### src/rtl/fb_code_gen_if.sv
// fb_code_gen_if: control inputs and phase/code outputs of the feedback code generator.
interface fb_code_gen_if #(
    parameter int GW  = 11,
    parameter int CW  = 16,
    parameter int SEL = GW - 1
);
    logic           u_d;
    logic           en;
    logic           ld;
    logic [CW-1:0]  ld_val;
    logic [GW-1:0]  gray;
    logic [SEL-1:0] strobe;
    logic           frame_start;
    logic [CW-1:0]  code;
    logic [SEL-1:0] code_sel;
    logic           sat;
    modport master (
        output u_d, en, ld, ld_val,
        input  gray, strobe, frame_start, code, code_sel, sat
    );
    modport slave (
        input  u_d, en, ld, ld_val,
        output gray, strobe, frame_start, code, code_sel, sat
    );
endinterface

### src/rtl/fb_code_gen.sv
// fb_code_gen: free-running Gray phase base with toggle strobes and a frame-synchronous up/down code.
// Define FB_CODE_SAT_EN to saturate the code at its limits and report sat; otherwise steps wrap.
module fb_code_gen #(
    parameter int GW  = 11,
    parameter int CW  = 16,
    parameter int SEL = GW - 1
) (
    input logic          clk,
    input logic          rstb,
    fb_code_gen_if.slave bus
);
    logic [GW-1:0]  bin_q, bin_d, gray_q, gray_d;
    logic [SEL-1:0] strobe_q, strobe_d;
    logic           fs_q, fs_d, sat_q, sat_d, boundary, blocked;
    logic [CW-1:0]  code_q, code_d, code_step;
    always_comb begin
        bin_d     = bin_q + GW'(1);
        gray_d    = bin_d ^ (bin_d >> 1);
        strobe_d  = gray_d[GW-1:1] ^ gray_q[GW-1:1];
        boundary  = &bin_q;
        fs_d      = boundary;
`ifdef FB_CODE_SAT_EN
        blocked   = bus.en & (bus.u_d ? &code_q : ~|code_q);
`else
        blocked   = 1'b0;
`endif
        code_step = bus.u_d ? code_q + CW'(1) : code_q - CW'(1);
        // control inputs only matter on the wrap edge, so the selected bits hold for a whole frame
        code_d    = !boundary ? code_q : bus.ld ? bus.ld_val : (bus.en & ~blocked) ? code_step : code_q;
        sat_d     = !boundary ? sat_q : ~bus.ld & blocked;
    end
    always_ff @(posedge clk or negedge rstb) begin
        if (!rstb) begin
            bin_q    <= '0;
            gray_q   <= '0;
            strobe_q <= '0;
            fs_q     <= 1'b0;
            code_q   <= '0;
            sat_q    <= 1'b0;
        end else begin
            bin_q    <= bin_d;
            gray_q   <= gray_d;
            strobe_q <= strobe_d;
            fs_q     <= fs_d;
            code_q   <= code_d;
            sat_q    <= sat_d;
        end
    end
    assign bus.gray        = gray_q;
    assign bus.strobe      = strobe_q;
    assign bus.frame_start = fs_q;
    assign bus.code        = code_q;
    assign bus.code_sel    = code_q[CW-1 -: SEL];
    assign bus.sat         = sat_q;
endmodule

### src/flat_wrapper.sv
// flat-port wrapper written by rule: the top's interface ports become plain ports
module fb_code_gen_flat 
#(
    parameter int GW  = 11,
    parameter int CW  = 16,
    parameter int SEL = GW - 1
)
  (clk, rstb, bus_u_d, bus_en, bus_ld, bus_ld_val, bus_gray, bus_strobe, bus_frame_start, bus_code, bus_code_sel, bus_sat);
  fb_code_gen_if #(.GW(GW), .CW(CW), .SEL(SEL)) bus_i ();
  input logic clk;
  input logic rstb;
  input wire logic [$bits(bus_i.u_d)-1:0] bus_u_d;
  input wire logic [$bits(bus_i.en)-1:0] bus_en;
  input wire logic [$bits(bus_i.ld)-1:0] bus_ld;
  input wire logic [$bits(bus_i.ld_val)-1:0] bus_ld_val;
  output wire logic [$bits(bus_i.gray)-1:0] bus_gray;
  output wire logic [$bits(bus_i.strobe)-1:0] bus_strobe;
  output wire logic [$bits(bus_i.frame_start)-1:0] bus_frame_start;
  output wire logic [$bits(bus_i.code)-1:0] bus_code;
  output wire logic [$bits(bus_i.code_sel)-1:0] bus_code_sel;
  output wire logic [$bits(bus_i.sat)-1:0] bus_sat;
  assign bus_i.u_d = bus_u_d;
  assign bus_i.en = bus_en;
  assign bus_i.ld = bus_ld;
  assign bus_i.ld_val = bus_ld_val;
  assign bus_gray = bus_i.gray;
  assign bus_strobe = bus_i.strobe;
  assign bus_frame_start = bus_i.frame_start;
  assign bus_code = bus_i.code;
  assign bus_code_sel = bus_i.code_sel;
  assign bus_sat = bus_i.sat;
  fb_code_gen #(.GW(GW), .CW(CW), .SEL(SEL)) u_core (.clk(clk), .rstb(rstb), .bus(bus_i));
endmodule
### config.mk
export PLATFORM = sky130hd
export DESIGN_NAME = fb_code_gen_flat
export DESIGN_NICKNAME = d
export VERILOG_FILES = /design/src/rtl/fb_code_gen_if.sv /design/src/rtl/fb_code_gen.sv /design/src/flat_wrapper.sv
export SDC_FILE = /design/constraint.sdc
export NUM_CORES = 1
export LEC_CHECK = 0
export CAP_MARGIN = 25
export CORE_UTILIZATION = 38
export DETAILED_ROUTE_END_ITERATION = 7
export DONT_BUFFER_PORTS = 1
export HOLD_SLACK_MARGIN = 0.08
export SYNTH_ARGS = -nofsm -noshare
export SYNTH_HDL_FRONTEND = slang
export SYNTH_SLANG_ARGS = --single-unit
export TNS_END_PERCENT = 30
### constraint.sdc
create_clock -name clk -period 2.1 [get_ports clk]
set_input_delay 0.525 -clock clk [delete_from_list [all_inputs] [get_ports clk]]
set_output_delay 0.525 -clock clk [all_outputs]
set_load 0.02 [all_outputs]
## Word level (Yosys, flattened, before mapping)

Cells that the tools add are included.
Widths: inputs -> output; s select.

- Register bits after elaboration: 49
- Input bits: 21
- Output and inout bits: 49
- Logic and storage cells: 16

- Add/sub/neg operators: 3
- Multiplexer cells: 3
- Bitwise operators: 2
- Reduce and logical (&&, ||, !) cells: 3

Operators with widths:

| kind | count |
|---|---|
| $mux 16 | 3 |
| $add 16x1->16 const B | 1 |
| $sub 16x1->16 const B | 1 |
| $reduce_and 12->1 | 1 |
| $add 11x1->11 const B | 1 |
| $reduce_and 11->1 | 1 |
| $xor 11x10->11 | 1 |
| $xor 10x10->10 | 1 |
| $reduce_bool 2->1 | 1 |

## Longest topological paths before layout

Gate-level depths: netlist of run 1.

- Depth after elaboration: 4
- Mapped depth: 10
- Mapped depth without buffers: 9

## Worst setup path after synthesis of run 1

Ideal clock, no wire load.

- Path kind: input port to flip-flop
- From: input port bus_u_d
- To: register u_core.code_q[8] (netlist: u_core.bus.code[8])
- Setup time: 0.129 ns
- Arrival: 2.341 ns
- Required time: 1.971 ns
- Setup slack: -0.370 ns
- Cell stages on the path: 9
- Path buffers: 0
- Path through: inv_1 -> ha_1 -> nor2b_4 -> o31ai_4 -> a21oi_4 -> o21a_1 -> or3_1 -> a311oi_1 -> a21oi_1

- Word-level cells in the longest chain between the ends: 3

RTL lines:

| what | RTL line | RTL |
|---|---|---|
| start: declaration | flat_wrapper.sv:12 | `input wire logic [$bits(bus_i.u_d)-1:0] bus_u_d;` |
| $mux 16 | fb_code_gen.sv:27 | `code_step = bus.u_d ? code_q + CW'(1) : code_q - CW'(1);` |
| $mux 16 (2 in series) | fb_code_gen.sv:29 | `code_d = !boundary ? code_q : bus.ld ? bus.ld_val : (bus.en & ~blocked) ? code_step : code_q;` |
| end signal: assignment | fb_code_gen.sv:45 | `code_q <= code_d;` |
| end: declaration | fb_code_gen.sv:15 | `logic [CW-1:0] code_q, code_d, code_step;` |

No other way between the ends. The select of a mux whose other input is x is not followed.
A chain may end at the register's enable or synchronous reset.

## Worst setup path in the final report of run 1

Same ends and word-level chain as after synthesis.

==> results, run 1 <==
- The cell area after placement is 3200 µm².
- The internal power of the cells totals 1.29 mW.
- The leakage power figure is 1.68 nW.
- The dominant cell by count in the synthesized netlist is sky130_fd_sc_hd__dfrtp_1.
- The worst path in the final design needs a cycle of 2.21 ns, including I/O delays and setup.
- The simple logic cell fraction of the synthesized area is 12.3%.
- Pin placement for this block handled 70 I/O pins.
- The number of buffers inserted by port buffering is 0.
- The per-cell via count in the routed design is 4.94.
- Setup violations remaining at the end of the flow were counted as 6.
- The post-route antenna net violation count is 0.
- The final net count is 366.
- The maximum number of pins on one net before global-route repair is 49.
- Summing the areas of all compound-gate instances in the mapped netlist gives 16.6% of the synthesized area.
- The share of the synthesized area in the top cell type is 42.7%.
- The synthesized design contains 0 enable-type register cells.
- Counting every sink on the clock net gives 48.
- The commonest cells after synthesis are sky130_fd_sc_hd__dfrtp_1, sky130_fd_sc_hd__nand2_1, sky130_fd_sc_hd__xor2_1.
- After detailed routing, the number of remaining DRC violations is 0.
- The share of the clock period used by the worst path after layout is 105%.
- The count of filler cells inserted in the layout is 698.
- The hold violation count in the final report is 0.
- Tracing the worst setup path back leads to its startpoint at bus_u_d.
- The flow ran to the end, but the final reports show violations.
- Among all flip-flop cells after synthesis, the most frequent one is sky130_fd_sc_hd__dfrtp_1.
- Summing all non-filler instances in the final layout gives an area of 3500 µm².
- The H-tree depth is 2.
- The worst flop-to-flop path startpoint is u_core.bus.code[1]$_DFFE_PN0P_.
- The signed area change from the synthesized netlist to the final layout is 24.3%.
- The hold path depth is 2.
- The highest net fanout along the worst path is 8.
- Summing every instance area after synthesis gives 2810 µm².
- The post-synthesis cell count is 279.
- In this run, synthesis produced a sequential element count of 48.
- The initial utilization of the core area, before any placement, comes to 40.3%.
- The initial antenna violation count was 0.
- The clock network burns 35.7% of the power.
- In this run the horizontal extent of the chip is 88.0 µm.
- Of the total power, registers draw 53.5%.
- The HPWL reported at the end of detailed placement is 4.52 mm.
- The worst supply voltage drop on vdd is 0.375 mV.
- The floorplan row count is 30.
- The total length of routed wires is 6.18 mm.
- The setup TNS is -0.331 ns.
- The critical path required time is 2.29 ns.
- In this run the most critical hold path is launched from bus_ld_val[0].
- The synthesis warning total is 0.
- The deepest clock path buffer count is 2.
- The clock slew at the register clock pins of the worst setup and hold paths is 0.10 ns.
- The internal reg-to-reg setup slack is -0.01 ns.
- The number of global-route vias before repair is 2207.
- The worst setup path is launched from an input pin.
- The data arrival time of the critical path is 2.40 ns.
- The tree is rooted in a sky130_fd_sc_hd__clkbuf_8.
- The setup path with the least slack is of type input pin to register.
- The cell total after placement is 409.
- The total core area is 6980 µm².
- Of the total synthesized cell area, the portion taken by XOR and XNOR cells is 11.7%.
- For this design the ratio of total power to cell area is 494 nW/µm².
- In this run the worst hold path is classified as input pin to register.
- The reported max-cap violation count is 0.
- Counting flops with an async set or reset pin after synthesis yields a share of 100%.
- In this run, the number of DRC markers left after iteration 0 of detailed routing was 57.
- The combinational share of power is 10.8%.
- The final cell count without fillers is 426.
- The number of antenna diodes in the final layout is 0.
- After synthesis, the mean cell area works out to 10.1 µm².
- The post-route core utilization is 50.1%.
- The path depth of the worst reg2reg path is 9.
- The fmax is 453 MHz.
- The cell type contributing the most total cell area after synthesis is sky130_fd_sc_hd__dfrtp_1.
- The setup slack after layout is -0.109 ns.
- The share of cell area taken by muxes after synthesis is 1.47%.
- The number of search-and-repair iterations in the first detailed-routing pass is 4.
- The clock latency at the later pin of the worst-skew pair is 0.30 ns.
- For this run the aggregate overflow at the end of global routing stands at 0.
- The proportion of synthesized chip area in sequential cells is 42.7%.
- Setup repair after global routing could not meet its margin everywhere.
- The path with the worst hold slack has its endpoint at u_core.bus.code[0]$_DFFE_PN0P_.
- By area, the combinational part of the netlist is dominated by compound AO/OA/AOI/OAI gates.
- On the final layout, the worst clock skew is 0.00433 ns.
- The vias after detailed routing is 2104.
- In this run the power spent charging and discharging nets is 0.435 mW.
- When the netlist entered floorplanning its net count stood at 316.
- The die covers 7750 µm².
- The endpoint identified for the worst register-to-register timing path is u_core.bus.code[10]$_DFFE_PN0P_.
- Dividing the detail-routed wire length by the instance count gives 14.5 µm.
- The number of max-slew violations in the final report is 0.
- Counting distinct cell types in the post-synthesis netlist gives 56.
- The capturing element type of the critical path is a register.
- The checks that failed: setup timing.
- The die is 88.0 µm tall.
- Buffers inserted during clock tree synthesis total 5.
- Cells with a size suffix above 1 make up 30.9% of the layout.
- For this run, the total global-route usage over all layers was measured as 17.2%.
- By area the synthesized netlist is led by sky130_fd_sc_hd__dfrtp_1, sky130_fd_sc_hd__ha_1, sky130_fd_sc_hd__xor2_1, sky130_fd_sc_hd__xnor2_1, sky130_fd_sc_hd__buf_4.
- The wire length of the first global-routing pass is 10.2 mm.
- The final weighted congestion of routability-driven global placement is 0.833.
- TritonCTS built the clock tree.
- The synthesized netlist devotes 7.39% of its cell area to adder and majority cells.
- The switching portion of total power is 25.2%.
## state kept, by name, summed over array words and instances, names as in the netlist
signal                  flops
u_core.bus.frame_start      1
u_core.bin_q               11
u_core.bus.gray            10
u_core.bus.strobe          10
u_core.bus.code            16
## cell families (layout without fill, tap and decap cells)
kind of cell,Yosys count,after routing
compound gates,67,67
xor+xnor,36,36
fa+ha+maj,16,16
buf+inv,37,88
flops,48,48
mux,4,4
other cells,1,1
simple gates,70,70
## per-stage QoR
stage	power [mW]	setup WS [ns]	hold slack, ns
floorplan	1.04	-0.285	0.229
global placement	1.08	-0.520	0.230
detailed placement	1.08	-0.528	0.231
CTS	1.75	-0.0703	0.345
global route	1.80	-0.219	0.376
finish	1.73	-0.109	0.361
## critical path, stage by stage
cell and delay (ns):
sky130_fd_sc_hd__clkinvlp_4 0.17, sky130_fd_sc_hd__buf_6 0.18, sky130_fd_sc_hd__ha_4 0.22, sky130_fd_sc_hd__nor2b_4 0.13, sky130_fd_sc_hd__o31ai_4 0.23, sky130_fd_sc_hd__a21oi_4 0.11, sky130_fd_sc_hd__o21a_1 0.21, sky130_fd_sc_hd__or3_4 0.33
sky130_fd_sc_hd__a311oi_2 0.23, sky130_fd_sc_hd__a21oi_1 0.06
## power groups by stage
stage | sequential, mW | combinational (mW) | clock, mW
3_5_place_dp | 0.942 | 0.140 | 0
4_1_cts | 0.924 | 0.179 | 0.651
2_1_floorplan | 0.942 | 0.102 | 0
3_3_place_gp | 0.942 | 0.139 | 0
5_1_grt | 0.924 | 0.208 | 0.673
6_report | 0.923 | 0.187 | 0.617
## area by class of cell
cell class              count  area (µm²)  area share [%]
multi-input cells         194        1490            42.7
repair buffers             63         514            14.7
well taps                  96         120            3.44
flip-flops and latches     48        1200            34.4
inverters                  17        67.6            1.93
clock inverters             2        17.5           0.501
clock buffers               6        82.6            2.36
## worst max path at each step
stage,slack (ns),to,cells past startpoint
floorplan,-0.28,u_core.bus.code[14]$_DFFE_PN0P_,10
global placement,-0.52,u_core.bus.code[13]$_DFFE_PN0P_,9
detailed placement,-0.53,u_core.bus.code[10]$_DFFE_PN0P_,9
CTS,-0.07,u_core.bus.code[14]$_DFFE_PN0P_,12
global route,-0.22,u_core.bus.code[14]$_DFFE_PN0P_,10
finish,-0.11,u_core.bus.code[8]$_DFFE_PN0P_,10
## per-layer routing
metal / global-route usage (%) / wire (µm)
met2: 29.8 / 3020
met3: 4.71 / 344
met4: 5.72 / 101
met5: 0 / 0
met1: 20.6 / 2710
## timing repair
| item | CTS | global route |
|---|---|---|
| setup endpoints to repair | 8 | 11 |
| hold endpoints to repair | 48 | 0 |
| gates resized for setup | 6 | 15 |
| hold buffers | 2 | 0 |
| setup buffers | 6 | 1 |
| pin swaps | 4 | 3 |
## layout by cell type, fill, tap and decap left out, types with 6 or more instances in the layout
master / netlist / routed
sky130_fd_sc_hd__ha_1: 15 / 11
sky130_fd_sc_hd__o21ai_1: 4 / 6
sky130_fd_sc_hd__inv_1: 15 / 14
sky130_fd_sc_hd__nor2_1: 17 / 17
sky130_fd_sc_hd__o21ai_0: 18 / 15
sky130_fd_sc_hd__nand2_1: 24 / 24
sky130_fd_sc_hd__xnor2_1: 14 / 14
sky130_fd_sc_hd__nand3_1: 7 / 7
sky130_fd_sc_hd__buf_4: 14 / 56
sky130_fd_sc_hd__dfrtp_1: 48 / 48
sky130_fd_sc_hd__xor2_1: 20 / 19
sky130_fd_sc_hd__a21oi_1: 16 / 15
sky130_fd_sc_hd__clkbuf_8: 0 / 6
Note: power is estimated with default switching activity, not from simulation.
==> inputs of run 2 (changes only) <==
==> constraint.sdc (replaced) <==
create_clock -name clk -period 2.3 [get_ports clk]
set_input_delay 0.575 -clock clk [delete_from_list [all_inputs] [get_ports clk]]
set_output_delay 0.575 -clock clk [all_outputs]
set_load 0.02 [all_outputs]
==> results, run 2 (synthesis gave the netlist of run 1 again) <==
- The number of buffers inserted by port buffering was 0 (unchanged).
- The wire length on met2 is 2.88 mm (-4.7%).
- The worst supply voltage drop on vdd came to 0.291 mV (-22%).
- Broken down by cell family, the worst path's largest delay share belongs to compound AO/OA/AOI/OAI gates.
- The number of search-and-repair iterations in the first detailed-routing pass is 4 (unchanged).
- The boundary pin count is 70 (unchanged).
- The switching power was 0.389 mW (-10%).
- The largest individual stage delay along the critical path comes from the cell sky130_fd_sc_hd__a2111oi_1.
- The clock net sink count was 48 (unchanged).
- The total power consumption of the routed design is 1.56 mW (-9.6%).
- The setup violation total in the final timing report is 0 (-6).
- The reported max-cap violation count came to 0 (unchanged).
- The vias after detailed routing is 2065 (-1.9%).
- The floorplan row count is 30 (unchanged).
- The maximum number of pins on one net before global-route repair is 49 (unchanged).
- The cell at the root of the clock tree is sky130_fd_sc_hd__clkbuf_8.
- The HPWL reported at the end of detailed placement is 4.50 mm (-0.54%).
- The fmax is 458 MHz.
- The antenna diode count is 0 (unchanged).
- The number of global-route vias before repair is 2076 (-5.9%).
- After layout, the worst path uses 95.0% of the clock period.
- The fraction of final layout cells sized beyond drive strength 1 was 27.1% (-3.8 points).
- The global routing usage summed across all routing layers is 16.3% (-0.88 points).
- In this run the critical register-to-register path is launched from u_core.bus.code[1]$_DFFE_PN0P_.
- The internal power of the cells is 1.17 mW (-9.3%).
- The H-tree depth is 2 (unchanged).
- The leakage power figure came to 1.64 nW (-2.4%).
- The ratio of total power to cell area is 465 nW/µm² (-5.9%).
- The final instance area is 3360 µm² (-3.9%).
- The post-route antenna net violation count came to 0 (unchanged).
- The total core area is 6980 µm² (unchanged).
- The switching portion of total power is 24.9% (-0.24 points).
- The final net count was 361 (-1.4%).
- The count of filler cells inserted in the layout is 668 (-4.3%).
- The TritonCTS clock tree is built.
- The wire length of the first global-routing pass is 9.74 mm (-4.9%).
- The cell area after placement came to 3200 µm² (unchanged).
- The sequential fraction of design power is 54.0% (+0.5 points).
- The x dimension of the die is 88.0 µm (unchanged).
- The category of the most critical setup path is register to register.
- Tracing the worst setup path back leads to its startpoint at u_core.bus.code[1]$_DFFE_PN0P_.
- The path type of the worst min-delay path is input pin to asynchronous set/reset pin.
- The deepest clock path buffer count was 2 (unchanged).
- The worst clock skew is 0.00519 ns (+0.000863 ns).
- The CTS buffer count is 5 (unchanged).
- Setup repair after global routing left no endpoint under its margin.
- The worst path in the final design needs a cycle of 2.19 ns, including I/O delays and setup.
- The clock network fraction of design power was 35.9% (+0.2 points).
- The number of DRC markers in iteration 0 is 60 (+5.3%).
- The highest metal layer used by the detailed router is met4.
- Walking the worst path, the cells encountered are inv_1, fa_2, nor2b_4, o31ai_4, a21oi_4, o2111ai_1, a2111oi_1, a31oi_1, o211ai_1.
- The routed wire length per instance was 14.1 µm (-2.9%).
- The number of max-slew violations in the final report was 0 (unchanged).
- The highest net fanout along the worst path came to 4 (-4).
- The flow ran to the end, and the final reports show no timing, DRC or antenna violations.
- The footprint of the flip-flops and latches was 1200 µm² (unchanged).
- The starting density of the core is 40.3% (unchanged).
- The hold violation count in the final report is 0 (unchanged).
- The wire length on met3 is 321 µm (-6.7%).
- The flip-flop count of the largest register, all copies and words added is 16 (unchanged).
- The clock slew at the register clock pins of the worst setup and hold paths is 0.10 ns (about the same).
- The internal reg-to-reg setup slack is 0.11 ns (+0.12 ns).
- The initial antenna violation count is 0 (unchanged).
- The die outline height is 88.0 µm (unchanged).
- The path depth of the worst reg2reg path is 9 (unchanged).
- The combined area of the multi-input logic cells is 1420 µm² (-5.2%).
- The combinational share of power is 10.1% (-0.7 points).
- The data arrival time of the critical path is 2.41 ns (about the same).
- The clock latency at the later pin of the worst-skew pair is 0.30 ns (about the same).
- The delay of the slowest critical-path stage was 0.42 ns (+0.09 ns).
- The remaining routing DRC violations came to 0 (unchanged).
- The per-cell via count in the routed design is 4.90 (-0.69%).
- The startpoint type of the worst setup path is a register.
- The floorplan die area was 7750 µm² (unchanged).
- Leaving out fill and tap cells, the most frequent cell in the layout is sky130_fd_sc_hd__buf_4.
- In this run the critical register-to-register path is captured at u_core.bus.code[10]$_DFFE_PN0P_.
- Leaving out fill and tap cells, the most frequent cells in the layout are sky130_fd_sc_hd__buf_4, sky130_fd_sc_hd__dfrtp_1, sky130_fd_sc_hd__nand2_1.
- The sum of overflow across all layers after global routing is 0 (unchanged).
- The number of buffer and inverter instances along the worst setup path is 1 (-1).
- The post-route met1 wirelength is 2.70 mm (-0.44%).
- The capturing element type of the critical path is a register.
- The area growth from synthesis to layout is 19.5%.
- The total length of routed wires is 5.93 mm (-4.0%).
- The final weighted congestion of routability-driven global placement is 0.844 (+1.3%).
- The critical path required time is 2.52 ns (+0.23 ns).
==> run 2: changes by cell type in the layout (fill, tap and decap cells not counted), moves of 2 or more <==
cell,delta
sky130_fd_sc_hd__buf_6,-5
sky130_fd_sc_hd__ha_4,-3
sky130_fd_sc_hd__ha_1,+2
sky130_fd_sc_hd__o21ai_0,+2
==> run 2: how the worst max path moves through the flow <==
stage                                      end  depth (start not counted)
2_1_floorplan  u_core.bus.code[14]$_DFFE_PN0P_                         10
3_3_place_gp   u_core.bus.code[13]$_DFFE_PN0P_                          9
3_5_place_dp   u_core.bus.code[13]$_DFFE_PN0P_                          9
4_1_cts        u_core.bus.code[10]$_DFFE_PN0P_                          9
5_1_grt        u_core.bus.code[10]$_DFFE_PN0P_                          9
6_report       u_core.bus.code[10]$_DFFE_PN0P_                          9
==> run 2: worst register-to-register path: stages (launching register included) <==
cell	delay [ns]
sky130_fd_sc_hd__dfrtp_1	0.40
sky130_fd_sc_hd__inv_1	0.09
sky130_fd_sc_hd__fa_2	0.39
sky130_fd_sc_hd__nor2b_4	0.16
sky130_fd_sc_hd__o31ai_4	0.09
sky130_fd_sc_hd__a21oi_4	0.20
sky130_fd_sc_hd__o2111ai_1	0.15
sky130_fd_sc_hd__a2111oi_1	0.42
sky130_fd_sc_hd__a31oi_1	0.11
sky130_fd_sc_hd__o211ai_1	0.11
==> run 2: final cells by class <==
class	instances	area share, %
clock buffer	6	2.46
clock inverter	2	0.521
inverter	17	2.01
multi-input combinational	194	42.1
sequential	48	35.8
tap	96	3.58
timing repair buffer	58	13.6
==> run 2: layer usage <==
metal,GRT usage [%],vias to the layer above
li1,-,1039
met1,19.8,978
met2,28.7,42
met3,4.52,6
met4,3.81,0
met5,0,-
==> run 2: stage by stage <==
step / utilization [%] / hold slack, ns / setup TNS (ns) / setup slack (ns) / std cells
6_report: 48.1 / 0.0929 / 0 / 0.115 / 421
5_1_grt: 48.1 / 0.102 / 0 / 0.00480 / 421
4_1_cts: 47.9 / 0.112 / 0 / 0.0455 / 420
3_5_place_dp: 45.9 / 0.281 / -3.08 / -0.393 / 409
3_3_place_gp: 45.9 / 0.280 / -2.65 / -0.359 / 409
2_1_floorplan: - / 0.279 / -0.497 / -0.135 / 279
==> run 2: timing repair <==
item / CTS / global route
setup endpoints to repair: 5 / 5
gates resized for setup: 1 / 3
pin swaps: 1 / 3
hold buffers: 1 / 0
cloned: 0 / 0
setup buffers: 2 / 1
hold endpoints to repair: 48 / 0
==> run 2: power groups by stage <==
stage	clock network, mW	logic [mW]	registers [mW]
detailed placement	0	0.131	0.860
global placement	0	0.129	0.860
floorplan	0	0.0929	0.860
global route	0.618	0.175	0.843
finish	0.561	0.157	0.843
CTS	0.590	0.158	0.843
==> inputs of run 3 (changes only) <==
--- a/config.mk
+++ b/config.mk
@@ -7,6 +7,7 @@
 export LEC_CHECK = 0
 export CAP_MARGIN = 25
 export CORE_UTILIZATION = 38
+export CTS_BUF_LIST = sky130_fd_sc_hd__clkbuf_4
 export DETAILED_ROUTE_END_ITERATION = 7
 export DONT_BUFFER_PORTS = 1
 export HOLD_SLACK_MARGIN = 0.08
==> results, run 3 (synthesis gave the netlist of run 1 again) <==
- The flow ran to the end, and the final reports show no timing, DRC or antenna violations.
- The cell total after placement came to 409 (unchanged).
- The CTS buffer count is 5 (unchanged).
- The setup violation total in the final timing report is 0 (unchanged).
- The final instance area is 3360 µm² (about the same).
- The final net count was 363 (+0.55%).
- The delay of the slowest critical-path stage is 0.43 ns (about the same).
- The most frequent standard cell in the layout excluding fill and tap cells is sky130_fd_sc_hd__buf_4.
- The share of the clock period used by the worst path after layout is 95.8% (+0.80 points).
- The global routing usage summed across all routing layers is 16.1% (-0.24 points).
- The x dimension of the die is 88.0 µm (unchanged).
- The clock slew at the register clock pins of the worst setup and hold paths is 0.16 ns (+0.06 ns).
- The highest net fanout along the worst path was 3 (-1).
- The number of buffers inserted by port buffering is 0 (unchanged).
- TritonCTS built the clock tree.
- The wire length of the first global-routing pass is 9.60 mm (-1.4%).
- The sum of overflow across all layers after global routing is 0 (unchanged).
- The remaining routing DRC violations is 0 (unchanged).
- The clock network fraction of design power was 29.7% (-6.2 points).
- The H-tree depth was 2 (unchanged).
- The last element of the critical path is u_core.bus.code[13]$_DFFE_PN0P_.
- The worst clock skew is 0.0104 ns (+0.00520 ns).
- The per-cell via count in the routed design is 4.91 (about the same).
- The total power consumption of the routed design was 1.43 mW (-8.4%).
- The switching portion of total power is 26.7% (+1.8 points).
- The hold violation count in the final report came to 0 (unchanged).
- The number of global-route vias before repair came to 2048 (-1.3%).
- The worst supply voltage drop on vdd is 0.282 mV (-2.9%).
- The clock net sink count was 48 (unchanged).
- The number of search-and-repair iterations in the first detailed-routing pass is 4 (unchanged).
- The min-delay analysis places its worst path in the category input pin to register.
- The post-route antenna net violation count came to 0 (unchanged).
- The final worst hold slack is 0.329 ns (+0.236 ns).
- The setup slack after layout is 0.0961 ns (-0.0185 ns).
- The reported max-cap violation count is 0 (unchanged).
- The number of DRC markers in iteration 0 was 61 (+1.7%).
- The ratio of total power to cell area was 426 nW/µm² (-8.4%).
- The critical path starts at u_core.bus.code[1]$_DFFE_PN0P_.
- The setup slack after placement is -0.393 ns (unchanged).
- The leakage power figure is 1.64 nW (-0.14%).
- The internal reg-to-reg setup slack came to 0.1 ns (-0.02 ns).
- The fraction of final layout cells sized beyond drive strength 1 came to 26.9% (-0.17 points).
- The data arrival time of the critical path is 2.48 ns (+0.07 ns).
- The initial antenna violation count came to 0 (unchanged).
- The maximum number of pins on one net before global-route repair is 49 (unchanged).
- The cell at the root of the clock tree is sky130_fd_sc_hd__clkbuf_4.
- The clock latency at the later pin of the worst-skew pair is 0.36 ns (+0.06 ns).
- The total length of routed wires is 5.90 mm (-0.59%).
- The cell occurring most often along the worst timing path is sky130_fd_sc_hd__o21ai_1.
- The critical path required time is 2.57 ns (+0.05 ns).
- The final weighted congestion of routability-driven global placement is 0.844 (unchanged).
- The combinational share of power is 11.3% (+1.2 points).
- The signed area change from the synthesized netlist to the final layout is 19.4% (about the same).
- The floorplan row count came to 30 (unchanged).
- The fmax was 454 MHz (-0.84%).
- In this run the critical register-to-register path is captured at u_core.bus.code[13]$_DFFE_PN0P_.
- The switching power is 0.381 mW (-2.0%).
- The starting density of the core is 40.3% (unchanged).
- The time the worst path needs with I/O delays and setup is 2.20 ns (+0.0185 ns).
- The total core area came to 6980 µm² (unchanged).
- The number of max-slew violations in the final report came to 0 (unchanged).
- STA classifies the critical path startpoint as a register.
- The internal power of the cells is 1.05 mW (-11%).
- The boundary pin count came to 70 (unchanged).
- The HPWL reported at the end of detailed placement is 4.50 mm (unchanged).
- The floorplan die area is 7750 µm² (unchanged).
- Walking the worst path, the cells encountered are buf_4, ha_1, a211oi_4, o211ai_2, a41oi_2, o21ai_1, xnor2_1, o21ai_1, mux2_2.
- The slowest stage cell on the critical path is sky130_fd_sc_hd__dfrtp_1.
- The routed wire length per instance came to 13.9 µm (-1.1%).
- The path depth of the worst reg2reg path is 9 (unchanged).
- The setup TNS is 0 ns (unchanged).
- The post-route core utilization is 48.1% (about the same).
- The die outline height is 88.0 µm (unchanged).
- The cell area after placement is 3200 µm² (unchanged).
- Among cell families on the critical path, the largest total delay comes from compound AO/OA/AOI/OAI gates.
- The number of logic stages on the critical path including buffering is 9 (unchanged).
- The worst setup path is captured at a register.
- In the layout the commonest cells are sky130_fd_sc_hd__buf_4, sky130_fd_sc_hd__dfrtp_1, sky130_fd_sc_hd__nand2_1.
- The final cell count without fillers is 423 (+0.48%).
- The antenna diode count came to 0 (unchanged).
- The vias after detailed routing came to 2076 (+0.53%).
- The deepest clock path buffer count is 2 (unchanged).
- The critical path is of the register to register type.
- The number of buffer and inverter instances along the worst setup path is 1 (unchanged).
- The startpoint identified for the worst register-to-register timing path is u_core.bus.code[1]$_DFFE_PN0P_.
- The flip-flop count of the largest register, all copies and words added is 16 (unchanged).
- The sequential fraction of design power came to 59.0% (+5.0 points).
run 3: what timing repair did:
action,CTS,global route
setup buffers,0,4
endpoints found under the setup margin,1,8
hold buffers,2,0
pin swaps,1,4
hold endpoints to repair,48,0
gates resized for setup,1,3
run 3: how the worst min path moves through the flow:
stage / from / to / slack (ns) / cells past startpoint
floorplan: rstb / u_core.bin_q[0]$_DFF_PN0_ / 0.28 / 0
global placement: rstb / u_core.bus.code[5]$_DFFE_PN0P_ / 0.28 / 0
detailed placement: rstb / u_core.bus.code[5]$_DFFE_PN0P_ / 0.28 / 0
CTS: bus_ld / u_core.bus.code[0]$_DFFE_PN0P_ / 0.32 / 2
global route: bus_ld / u_core.bus.code[10]$_DFFE_PN0P_ / 0.33 / 2
finish: bus_ld_val[0] / u_core.bus.code[0]$_DFFE_PN0P_ / 0.33 / 2
run 3: per-layer routing:
layer | vias to the layer above | track usage, % | share of wire [%]
met5 | - | 0 | 0
met4 | 0 | 3.23 | 0.81
met3 | 7 | 4.24 | 5.1
met2 | 42 | 28.5 | 48
met1 | 986 | 19.7 | 46
li1 | 1041 | - | -
run 3: power groups by stage:
stage / registers [mW] / clock network (mW) / logic, mW
CTS: 0.844 / 0.448 / 0.157
global placement: 0.860 / 0 / 0.129
floorplan: 0.860 / 0 / 0.0929
global route: 0.845 / 0.476 / 0.180
finish: 0.844 / 0.425 / 0.161
detailed placement: 0.860 / 0 / 0.131
run 3: cell type report:
class	count	area, µm²
Multi-Input combinational cell	194	1430
Timing Repair Buffer	60	485
Inverter	17	67.6
Tap cell	96	120
Sequential cell	48	1200
Fill cell	668	3620
Clock buffer	5	37.5
Clock inverter	3	21.3
